`src/rtl/usb_ep_out.sv`:
```
// OUT/SETUP endpoint receive controller. It buffers one packet per endpoint
// and owns the data toggle and stall flag of each endpoint. It also picks the
// handshake (ACK/NAK/STALL/none) that ends every OUT and SETUP transaction.
module usb_ep_out #(
   parameter int N_EP    = 4,
   parameter int MAX_PKT = 64,
   parameter int EP_W    = (N_EP > 1) ? $clog2(N_EP) : 1,
   parameter int LEN_W   = $clog2(MAX_PKT + 1)
) (
   input  logic                   clk,
   input  logic                   rst_n,
   input  logic                   tok_valid,
   input  logic [3:0]             tok_pid,
   input  logic [3:0]             tok_ep,
   input  logic                   rx_valid,
   input  logic [7:0]             rx_data,
   input  logic                   rx_pid1,
   input  logic                   rx_end,
   input  logic                   rx_crc_ok,
   output logic                   hs_valid,
   output logic [1:0]             hs_code,
   input  logic [N_EP-1:0]        ep_en,
   input  logic [N_EP-1:0]        stall_set,
   input  logic [N_EP-1:0]        stall_clr,
   output logic [N_EP-1:0]        ep_full,
   output logic                   setup_flag,
   input  logic [EP_W-1:0]        rd_ep,
   input  logic                   rd_en,
   output logic [7:0]             rd_data,
   output logic [LEN_W-1:0]       rd_len,
   input  logic                   rd_done
);
   localparam int PTR_W = $clog2(MAX_PKT);
   localparam int DEPTH = N_EP << PTR_W;

   localparam logic [1:0] S_IDLE    = 2'd0;
   localparam logic [1:0] S_RECV    = 2'd1;
   localparam logic [1:0] S_DISCARD = 2'd2;
   localparam logic [1:0] S_HS      = 2'd3;

   localparam logic [1:0] HS_ACK   = 2'b00;
   localparam logic [1:0] HS_NAK   = 2'b01;
   localparam logic [1:0] HS_STALL = 2'b10;

   localparam logic [3:0] PID_OUT   = 4'b0001;
   localparam logic [3:0] PID_SETUP = 4'b1101;

   localparam logic [4:0]       N_EP_L = 5'(N_EP);
   localparam logic [LEN_W-1:0] MAX_L  = LEN_W'(MAX_PKT);

   logic [1:0]                  state;
   logic [EP_W-1:0]             cur_ep;
   logic                        cur_setup;
   logic                        ovf;
   logic [LEN_W-1:0]            wptr;
   logic [1:0]                  pend_code;
   logic [N_EP-1:0]             toggle;
   logic [N_EP-1:0]             stall;
   logic [N_EP-1:0][LEN_W-1:0]  len;
   logic [N_EP-1:0][LEN_W-1:0]  rptr;
   logic [7:0]                  mem [DEPTH];

   logic [EP_W-1:0]             tok_idx;
   logic                        tok_in_range;
   logic                        tok_out;
   logic                        tok_setup;
   logic                        wr_en;
   logic [LEN_W-1:0]            rd_ptr;
   logic [PTR_W-1:0]            rd_addr_ptr;
   logic                        rd_hit;

   assign tok_idx      = tok_ep[EP_W-1:0];
   assign tok_in_range = ({1'b0, tok_ep} < N_EP_L);
   assign tok_out      = tok_valid && (tok_pid == PID_OUT) && tok_in_range && ep_en[tok_idx];
   assign tok_setup    = tok_valid && (tok_pid == PID_SETUP) && (tok_ep == 4'd0) && ep_en[0];

   // Duplicate OUT packets (wrong toggle) are never written, so the stale
   // committed payload survives a host retry untouched.
   assign wr_en = (state == S_RECV) && rx_valid && !rx_end && !tok_valid && (wptr != MAX_L) &&
                  (cur_setup || (rx_pid1 == toggle[cur_ep]));

   // Once the pointer hits the committed length, reads keep returning the last byte.
   assign rd_len      = len[rd_ep];
   assign rd_ptr      = rptr[rd_ep];
   assign rd_hit      = rd_en && ep_full[rd_ep] && (rd_len != '0);
   assign rd_addr_ptr = (rd_ptr < rd_len) ? PTR_W'(rd_ptr) : PTR_W'(rd_len - LEN_W'(1));

   // Packet RAM write port, addressed {endpoint, byte pointer}
   always_ff @(posedge clk) begin
      if (wr_en) mem[{cur_ep, wptr[PTR_W-1:0]}] <= rx_data;
   end

   // Receive FSM, per-endpoint state and application read port
   always_ff @(posedge clk or negedge rst_n) begin
      if (!rst_n) begin
         state      <= S_IDLE;
         cur_ep     <= '0;
         cur_setup  <= 1'b0;
         ovf        <= 1'b0;
         wptr       <= '0;
         pend_code  <= HS_ACK;
         hs_valid   <= 1'b0;
         hs_code    <= HS_ACK;
         toggle     <= '0;
         stall      <= '0;
         ep_full    <= '0;
         setup_flag <= 1'b0;
         len        <= '0;
         rptr       <= '0;
         rd_data    <= '0;
      end else begin
         hs_valid <= 1'b0;

         for (int i = 0; i < N_EP; i++) begin
            if (stall_clr[i]) begin
               stall[i]  <= 1'b0;
               toggle[i] <= 1'b0;
            end else if (stall_set[i]) begin
               stall[i] <= 1'b1;
            end
         end

         if (rd_hit) begin
            rd_data <= mem[{rd_ep, rd_addr_ptr}];
            if (rd_ptr < rd_len) rptr[rd_ep] <= rd_ptr + LEN_W'(1);
         end
         if (rd_done) begin
            ep_full[rd_ep] <= 1'b0;
            rptr[rd_ep]    <= '0;
            if (rd_ep == '0) setup_flag <= 1'b0;
         end

         // A token in any state starts a new transaction, so a lost rx_end
         // simply aborts the packet in flight without committing it.
         if (tok_out) begin
            cur_ep    <= tok_idx;
            cur_setup <= 1'b0;
            wptr      <= '0;
            ovf       <= 1'b0;
            if (stall[tok_idx]) begin
               state     <= S_DISCARD;
               pend_code <= HS_STALL;
            end else if (ep_full[tok_idx]) begin
               state     <= S_DISCARD;
               pend_code <= HS_NAK;
            end else begin
               state <= S_RECV;
            end
         end else if (tok_setup) begin
            // SETUP takes EP0 over unconditionally, ahead of any rd_done this cycle
            cur_ep     <= '0;
            cur_setup  <= 1'b1;
            wptr       <= '0;
            ovf        <= 1'b0;
            state      <= S_RECV;
            stall[0]   <= 1'b0;
            ep_full[0] <= 1'b0;
            rptr[0]    <= '0;
            setup_flag <= 1'b0;
         end else if (tok_valid) begin
            state <= S_IDLE;
         end else begin
            case (state)
               S_RECV: begin
                  if (rx_end) begin
                     if (!rx_crc_ok || ovf) begin
                        state <= S_IDLE;
                     end else begin
                        state    <= S_HS;
                        hs_valid <= 1'b1;
                        hs_code  <= HS_ACK;
                        if (cur_setup) begin
                           ep_full[0] <= 1'b1;
                           len[0]     <= wptr;
                           setup_flag <= 1'b1;
                           toggle[0]  <= 1'b1;
                        end else if (rx_pid1 == toggle[cur_ep]) begin
                           ep_full[cur_ep] <= 1'b1;
                           len[cur_ep]     <= wptr;
                           toggle[cur_ep]  <= ~toggle[cur_ep];
                        end
                     end
                  end else if (rx_valid) begin
                     if (wptr == MAX_L) ovf  <= 1'b1;
                     else               wptr <= wptr + LEN_W'(1);
                  end
               end
               S_DISCARD: begin
                  if (rx_end) begin
                     state    <= S_HS;
                     hs_valid <= 1'b1;
                     hs_code  <= pend_code;
                  end
               end
               S_HS:    state <= S_IDLE;
               default: state <= S_IDLE;
            endcase
         end
      end
   end
endmodule

```
`config.mk`:
```
export PLATFORM = sky130hd
export DESIGN_NAME = usb_ep_out
export DESIGN_NICKNAME = d
export VERILOG_FILES = /design/src/rtl/usb_ep_out.sv
export SDC_FILE = /design/constraint.sdc
export NUM_CORES = 2
export LEC_CHECK = 0
export ABC_CLOCK_PERIOD_IN_PS = 11300
export CAP_MARGIN = 20
export CORE_MARGIN = 2
export CORE_UTILIZATION = 37
export CTS_BUF_LIST = sky130_fd_sc_hd__clkbuf_8 sky130_fd_sc_hd__clkbuf_16
export DETAILED_ROUTE_END_ITERATION = 16
export GPL_ROUTABILITY_DRIVEN = 0
export PLACE_DENSITY_LB_ADDON = 0.3
export SYNTH_ARGS = -nofsm -noshare
export SYNTH_HDL_FRONTEND = slang
export SYNTH_SLANG_ARGS = --single-unit
```
`constraint.sdc`:
```
create_clock -name clk -period 11.3 [get_ports clk]
set_input_delay 1.13 -clock clk [delete_from_list [all_inputs] [get_ports clk]]
set_output_delay 1.13 -clock clk [all_outputs]
set_load 0.1 [all_outputs]
```
==> Word level (Yosys, flattened, before mapping) <==
Memories as Yosys holds them, arrays and structs flattened. A register that Yosys moved wholly into a read port is not among the register bits.
Cells that the tools add are included.
{ "classes": {"addsub": 3, "n_lt_le_gt_ge": 7, "eq_ne": 15, "n_mux": 118, "n_bitwise": 11, "reduce_logical": 41} }
{ "ops": {"columns": ["op", "n"], "rows": [
  ["2-to-1 mux 7 bit", 15],
  ["2-to-1 mux 28 bit", 3],
  ["bitwise mux 28 bit", 2],
  ["2-to-1 mux 4 bit", 14],
  ["2-to-1 mux 1 bit", 50],
  ["2-to-1 mux 2 bit", 15],
  ["bitwise AND 28 bit", 1],
  ["binary-select mux 7 bit (select 2 bit)", 2],
  ["demux 7 bit (select 2 bit)", 2],
  ["NOT 28 bit", 1],
  ["logical AND 1 bit", 15],
  ["adder 7 x 1 -> 7 bit (second input constant)", 2],
  ["AND reduction 7 bit", 2],
  ["nonzero test 2 bit", 7],
  ["binary-select mux 1 bit (select 2 bit)", 5],
  ["inequality test 5 bit (second input constant)", 2],
  ["AND reduction 5 bit", 2],
  ["< comparator 2 x 3 -> 1 bit (second input constant)", 3],
  ["2-to-1 mux 3 bit", 3],
  ["nonzero test 3 bit", 3],
  ["one-hot mux 2 bit (2 select lines)", 2],
  ["AND reduction 8 bit", 1],
  ["equality test 7 bit (second input constant)", 1],
  ["< comparator 7 bit", 1],
  ["other kinds (26)", 41]
]} }
{ "word_totals": {"register_bits": 87, "ramBits": 2048, "inputBits": 39, "out_inout_bits": 23, "word_cells": 219, "mem_count": 1} }
{ "memory_table": {"columns": ["memory", "words", "word_bits", "read_ports", "rd_clocked_by_memory_dff", "write_ports", "line", "source"], "rows": [
  ["mem", 256, 8, 1, 1, 1, "61", "logic [7:0] mem [DEPTH];"]
]} }

==> Logic depth before layout (Yosys ltp) <==
{ "depth": {"ltp_word": 16, "mapped_depth": 22, "depth_no_buf": 14} }

==> Worst setup path after synthesis <==
No wires, ideal clock.
{ "synth_timing": {"path_type": "in2reg", "startpoint": "input rd_ep[0]", "endpoint": "register rd_data[6] (read register of mem)", "setup_ns": 0.126, "arrival_time_ns": 5.582, "required_ns": 11.174, "setup_slack_ns": 5.592, "path_stages": 17, "n_path_buf": 4, "cell_sequence": "buf_6 -> buf_2 -> buf_2 -> mux4_2 -> inv_1 -> ha_1 -> a41oi_1 -> o21a_1 -> a21oi_1 -> nor2_2 -> buf_6 -> mux4_2 -> a32oi_1 -> o22ai_1 -> or3_1 -> a211o_1 -> o32a_1"} }
{ "synth_between": {"elab_chain_len": 4, "word_cells_on_any_way": 12, "cone_classes": "1 x add/sub; 1 x order compare; 7 x mux; 3 x reduce/logical"} }
{ "synth_lines": {"columns": ["element", "line", "source"], "rows": [
  ["start, declared", "27", "input logic [EP_W-1:0] rd_ep,"],
  ["binary-select mux 7 bit (select 2 bit) (*)", "83", "assign rd_len = len[rd_ep];"],
  ["2-to-1 mux 7 bit (implied by the code) (*)", "83", null],
  ["named net rd_len[6]", "30", "output logic [LEN_W-1:0] rd_len,"],
  ["< comparator 7 bit / nonzero test 7 bit (equally long branches)", "86, 85", null],
  ["2-to-1 mux 6 bit / logical AND 1 bit (equally long branches)", "86, 85", null],
  ["end, declared", "29", "output logic [7:0] rd_data,"]
]} }
The timed path passes the listed nets; every way through them passes the cells marked *. The select of a mux whose other input is x is not followed.
A chain may end at the register's enable or synchronous reset.

==> Worst setup path in the final report <==
{ "layout_timing": {"startpoint": "input rd_ep[0]", "endpoint": "register rd_data[1] (read register of mem)"} }
{ "layout_between": {"elab_chain_len": 4, "word_cells_on_any_way": 12, "cone_classes": "1 x add/sub; 1 x order compare; 7 x mux; 3 x reduce/logical"} }
{ "layout_lines": {"columns": ["element", "line", "source"], "rows": [
  ["binary-select mux 7 bit (select 2 bit) (tied with other cells)", "83", null],
  ["2-to-1 mux 7 bit (implied by the code) (tied with other cells)", "83", null],
  ["subtractor 6 x 1 -> 6 bit (tied with other cells)", "86", "assign rd_addr_ptr = (rd_ptr < rd_len) ? PTR_W'(rd_ptr) : PTR_W'(rd_len - LEN_W'(1));"],
  ["2-to-1 mux 6 bit / logical AND 1 bit (equally long branches)", "86, 85", null]
]} }
Parallel ways exist; a longest one is shown, timed or not. The select of a mux whose other input is x is not followed.

==> metrics.yaml <==
run_status:
  outcome: "finished, final reports clean"
logic_synthesis:
  yosysWarnings: 0
  synthFlopType: "edfxtp_1"
  synth_edf_count: 2048
  syn_nets: 5874
  synthesis.instances: 5821
  synth_largest_area_cell: "edfxtp_1"
  ys_ff_latch: 2143
  syn_area_per_cell_sq_um: 14.7
  synth_area_sq_um: 85800
  ys_seq_area_share_pct: 74.4
  synthDistinctLibCells: 91
  ys_top_cells_by_count: "edfxtp_1 (2048), nand2_1 (1240), nor2_1 (334)"
  yosys.area.top_type_share_pct: 71.6
  synthArstFlopShare_pct: 4.43
  ys_top_cells_by_area: "edfxtp_1 (72%), nand2_1 (5.4%), mux4_2 (3.3%)"
  yosysMostFrequentCell: "edfxtp_1"
cts:
  root_buffer: "clkbuf_16"
  cts_buffers: 212
  htreeDepth: 4
  clock_latency_ps: 870
  cts_tree: "done"
  cts.sinks: 2143
  cts_setup_buffers: 0
  holdBufCountCts: 0
  cts-resized-gates: 0
  clkTransAtPathRegs_ps: 60
  cts_buffer_depth: 3
pwr:
  power.switching_mw: 3.55
  seqPwrFrac_pct: 53.9
  combPwrFrac_pct: 3.9
  swShare_pct: 22.0
  vdd.ir_drop.worst_uv: 131
  clockPowerShare_pct: 42.2
  powerDensity_nw_per_um2: 167
  p_leak_nw: 31.6
  p_int_mw: 12.6
placement:
  post-place-ws_ps: 2940
  portBuffers: 61
  hpwlAfterDp_um: 163000
  post_dp_cell_area_sq_um: 89900
  place_inst: 8663
sta:
  fin_ws_ps: 3680
  setup_viol_count_final: 0
  period_minus_slack_ps: 7620
  holdWs_ps: 238
  fin_tns_setup_ps: 0
  finalHoldViolCount: 0
  finalMaxSlewViolations: 0
  worstMarginPinSlew_ps: 1230
  clock_skew_ps: 43.8
  slew_headroom_pct: 17.9
  rsz0062_at_grt: "false"
  fmax_ghz: 0.131
  finalCritPeriodShare_pct: 67.4
setup_path:
  cp-start-kind: "input port"
  regToRegSetupSlack_ps: 4450
  cp-endpoint: "rd_data[1]$_DFFE_PN0P_"
  reg2reg_from: "rptr[22]$_DFF_PN0_"
  cp_max_fo: 87
  r2r_cells: 15
  cp_data_required_time_ps: 12110
  cp_data_arrival_time_ps: 8430
  crit_start: "rd_ep[0]"
  path_class: "input port to flop"
  end_kind: "flop"
  rr_endpoint: "rd_data[1]$_DFFE_PN0P_"
grt:
  grt-ovfl-total: 0
  grt_pass1_vias: 50700
  grt_pass1_wl_um: 391000
  grt.total_usage_pct: 23.1
  antenna_found_initial: 23
  grt_max_degree: 128
final_layout:
  fill_cells: 20800
  final_nets: 5910
  instances_no_fill: 9064
  design_area_sq_um: 96600
  drive_above_1_share_pct: 10.6
  area.growth.synth_to_final_pct: 12.5
detailed_routing:
  final_antenna_net_count: 0
  post_drt_wl_per_cell_um: 30.7
  drt_iter0_markers: 8373
  drc: 0
  dr.pass1.iters: 6
  dr_total_vias: 53600
  wl_um: 278000
  vias_per_cell: 5.92
floorplan:
  core_sq_um: 230000
  die_h_um: 486
  initial_utilization_pct: 37.3
  rows: 176
  ios: 62
  die-area_sq_um: 236000
  die-width_um: 486
flow_run:
  cap_violations: 0
worst_hold_path:
  worst_hold_path_type: "input port to async pin"
metrics by stage:
step	total power, mW	utilization, %
floorplan	9.11	-
global placement	9.48	39.0
detailed placement	9.49	39.0
CTS	16.2	41.9
global route	16.5	41.9
finish	16.2	41.9
power groups by stage:
stage | Clock [mW] | Sequential (mW) | Combinational, mW
final | 6.81 | 8.71 | 0.634
after global routing | 7.15 | 8.71 | 0.646
after CTS | 6.86 | 8.71 | 0.616
after detailed placement | 0 | 8.88 | 0.614
after global placement | 0 | 8.88 | 0.607
after floorplan | 0 | 8.88 | 0.229
worst min-delay path by stage:
stage / from / endpoint / slack (ps) / cells past startpoint
2_1_floorplan: rptr[20]$_DFF_PN0_ / rptr[20]$_DFF_PN0_ / 440 / 2
3_3_place_gp: rptr[27]$_DFF_PN0_ / rptr[27]$_DFF_PN0_ / 450 / 2
3_5_place_dp: len[22]$_DFFE_PN0P_ / len[22]$_DFFE_PN0P_ / 470 / 2
4_1_cts: rst_n / stall[2]$_DFFE_PN0P_ / 200 / 1
5_1_grt: rst_n / stall[2]$_DFFE_PN0P_ / 250 / 1
6_report: rst_n / stall[2]$_DFFE_PN0P_ / 240 / 1
routing by layer:
layer / track usage [%] / part of all wire, % / vias to the layer above
li1: - / - / 22300
met1: 31.6 / 39 / 27400
met2: 35.3 / 45 / 3279
met3: 5.72 / 11 / 616
met4: 8.82 / 4.2 / 18
met5: 0 / 0.049 / -
layout by cell type, fill, tap and decap left out, types with 48 or more instances in the layout:
master	count
mux2i_1	233
and3_1	48
a32oi_1	119
inv_1	64
buf_4	101
clkbuf_16	216
o21ai_0	71
mux4_2	127
a31oi_1	111
nand3_1	324
dfrtp_1	95
nor2_1	332
clkdlybuf4s50_1	50
nand2_1	1237
clkinv_1	52
a21oi_1	150
nand4_1	69
edfxtp_1	2048
cell families (layout without fill, tap and decap cells):
group	Yosys count	count (layout)	share of synthesized area, %
AOI/OAI and AO/OA	723	723	5.94
muxes	390	390	6.46
adders and majority gates	14	14	0.204
xor gates and xnor gates	13	13	0.141
DFF	2143	2143	74.4
other	0	7	0
and+or+nand+nor	2154	2154	10.6
buffers and inverters	384	594	2.20
layout make-up:
cell class / count / area (sq um) / area share [%]
diodes: 7 / 17.5 / 0.0181
flip-flops and latches: 2143 / 63900 / 66.1
repair buffers: 188 / 1850 / 1.91
inverters: 18 / 67.6 / 0.0700
well taps: 3026 / 3790 / 3.92
multi-input cells: 3294 / 20300 / 21.1
clock buffers: 221 / 5470 / 5.67
clock inverters: 167 / 1150 / 1.19
flip-flops by register name, indices dropped and copies added (netlist names):
| register | flops |
|---|---|
| stall | 4 |
| ep_full | 4 |
| rd_data | 8 |
| rptr | 28 |
| ovf | 1 |
| hs_valid | 1 |
| cur_setup | 1 |
| pend_code | 2 |
| setup_flag | 1 |
| cur_ep | 2 |
| len | 28 |
| mem | 2048 |
| state | 2 |
| wptr | 7 |
| hs_code | 2 |
| toggle | 4 |
critical path, cell delays in order:
cell     delay, ps
buf_2          460
buf_4          410
mux4_2         610
inv_1          130
ha_1           270
o21a_1         190
o21ai_0        370
a21oi_1        350
nor2_4         640
buf_12         480
nor2_4         250
buf_4          370
a32oi_1        270
a21oi_1        130
nor4_1         970
o21ai_0        620
nand4_1        390
o32a_1         200
Power figures use the tool's default switching activity.
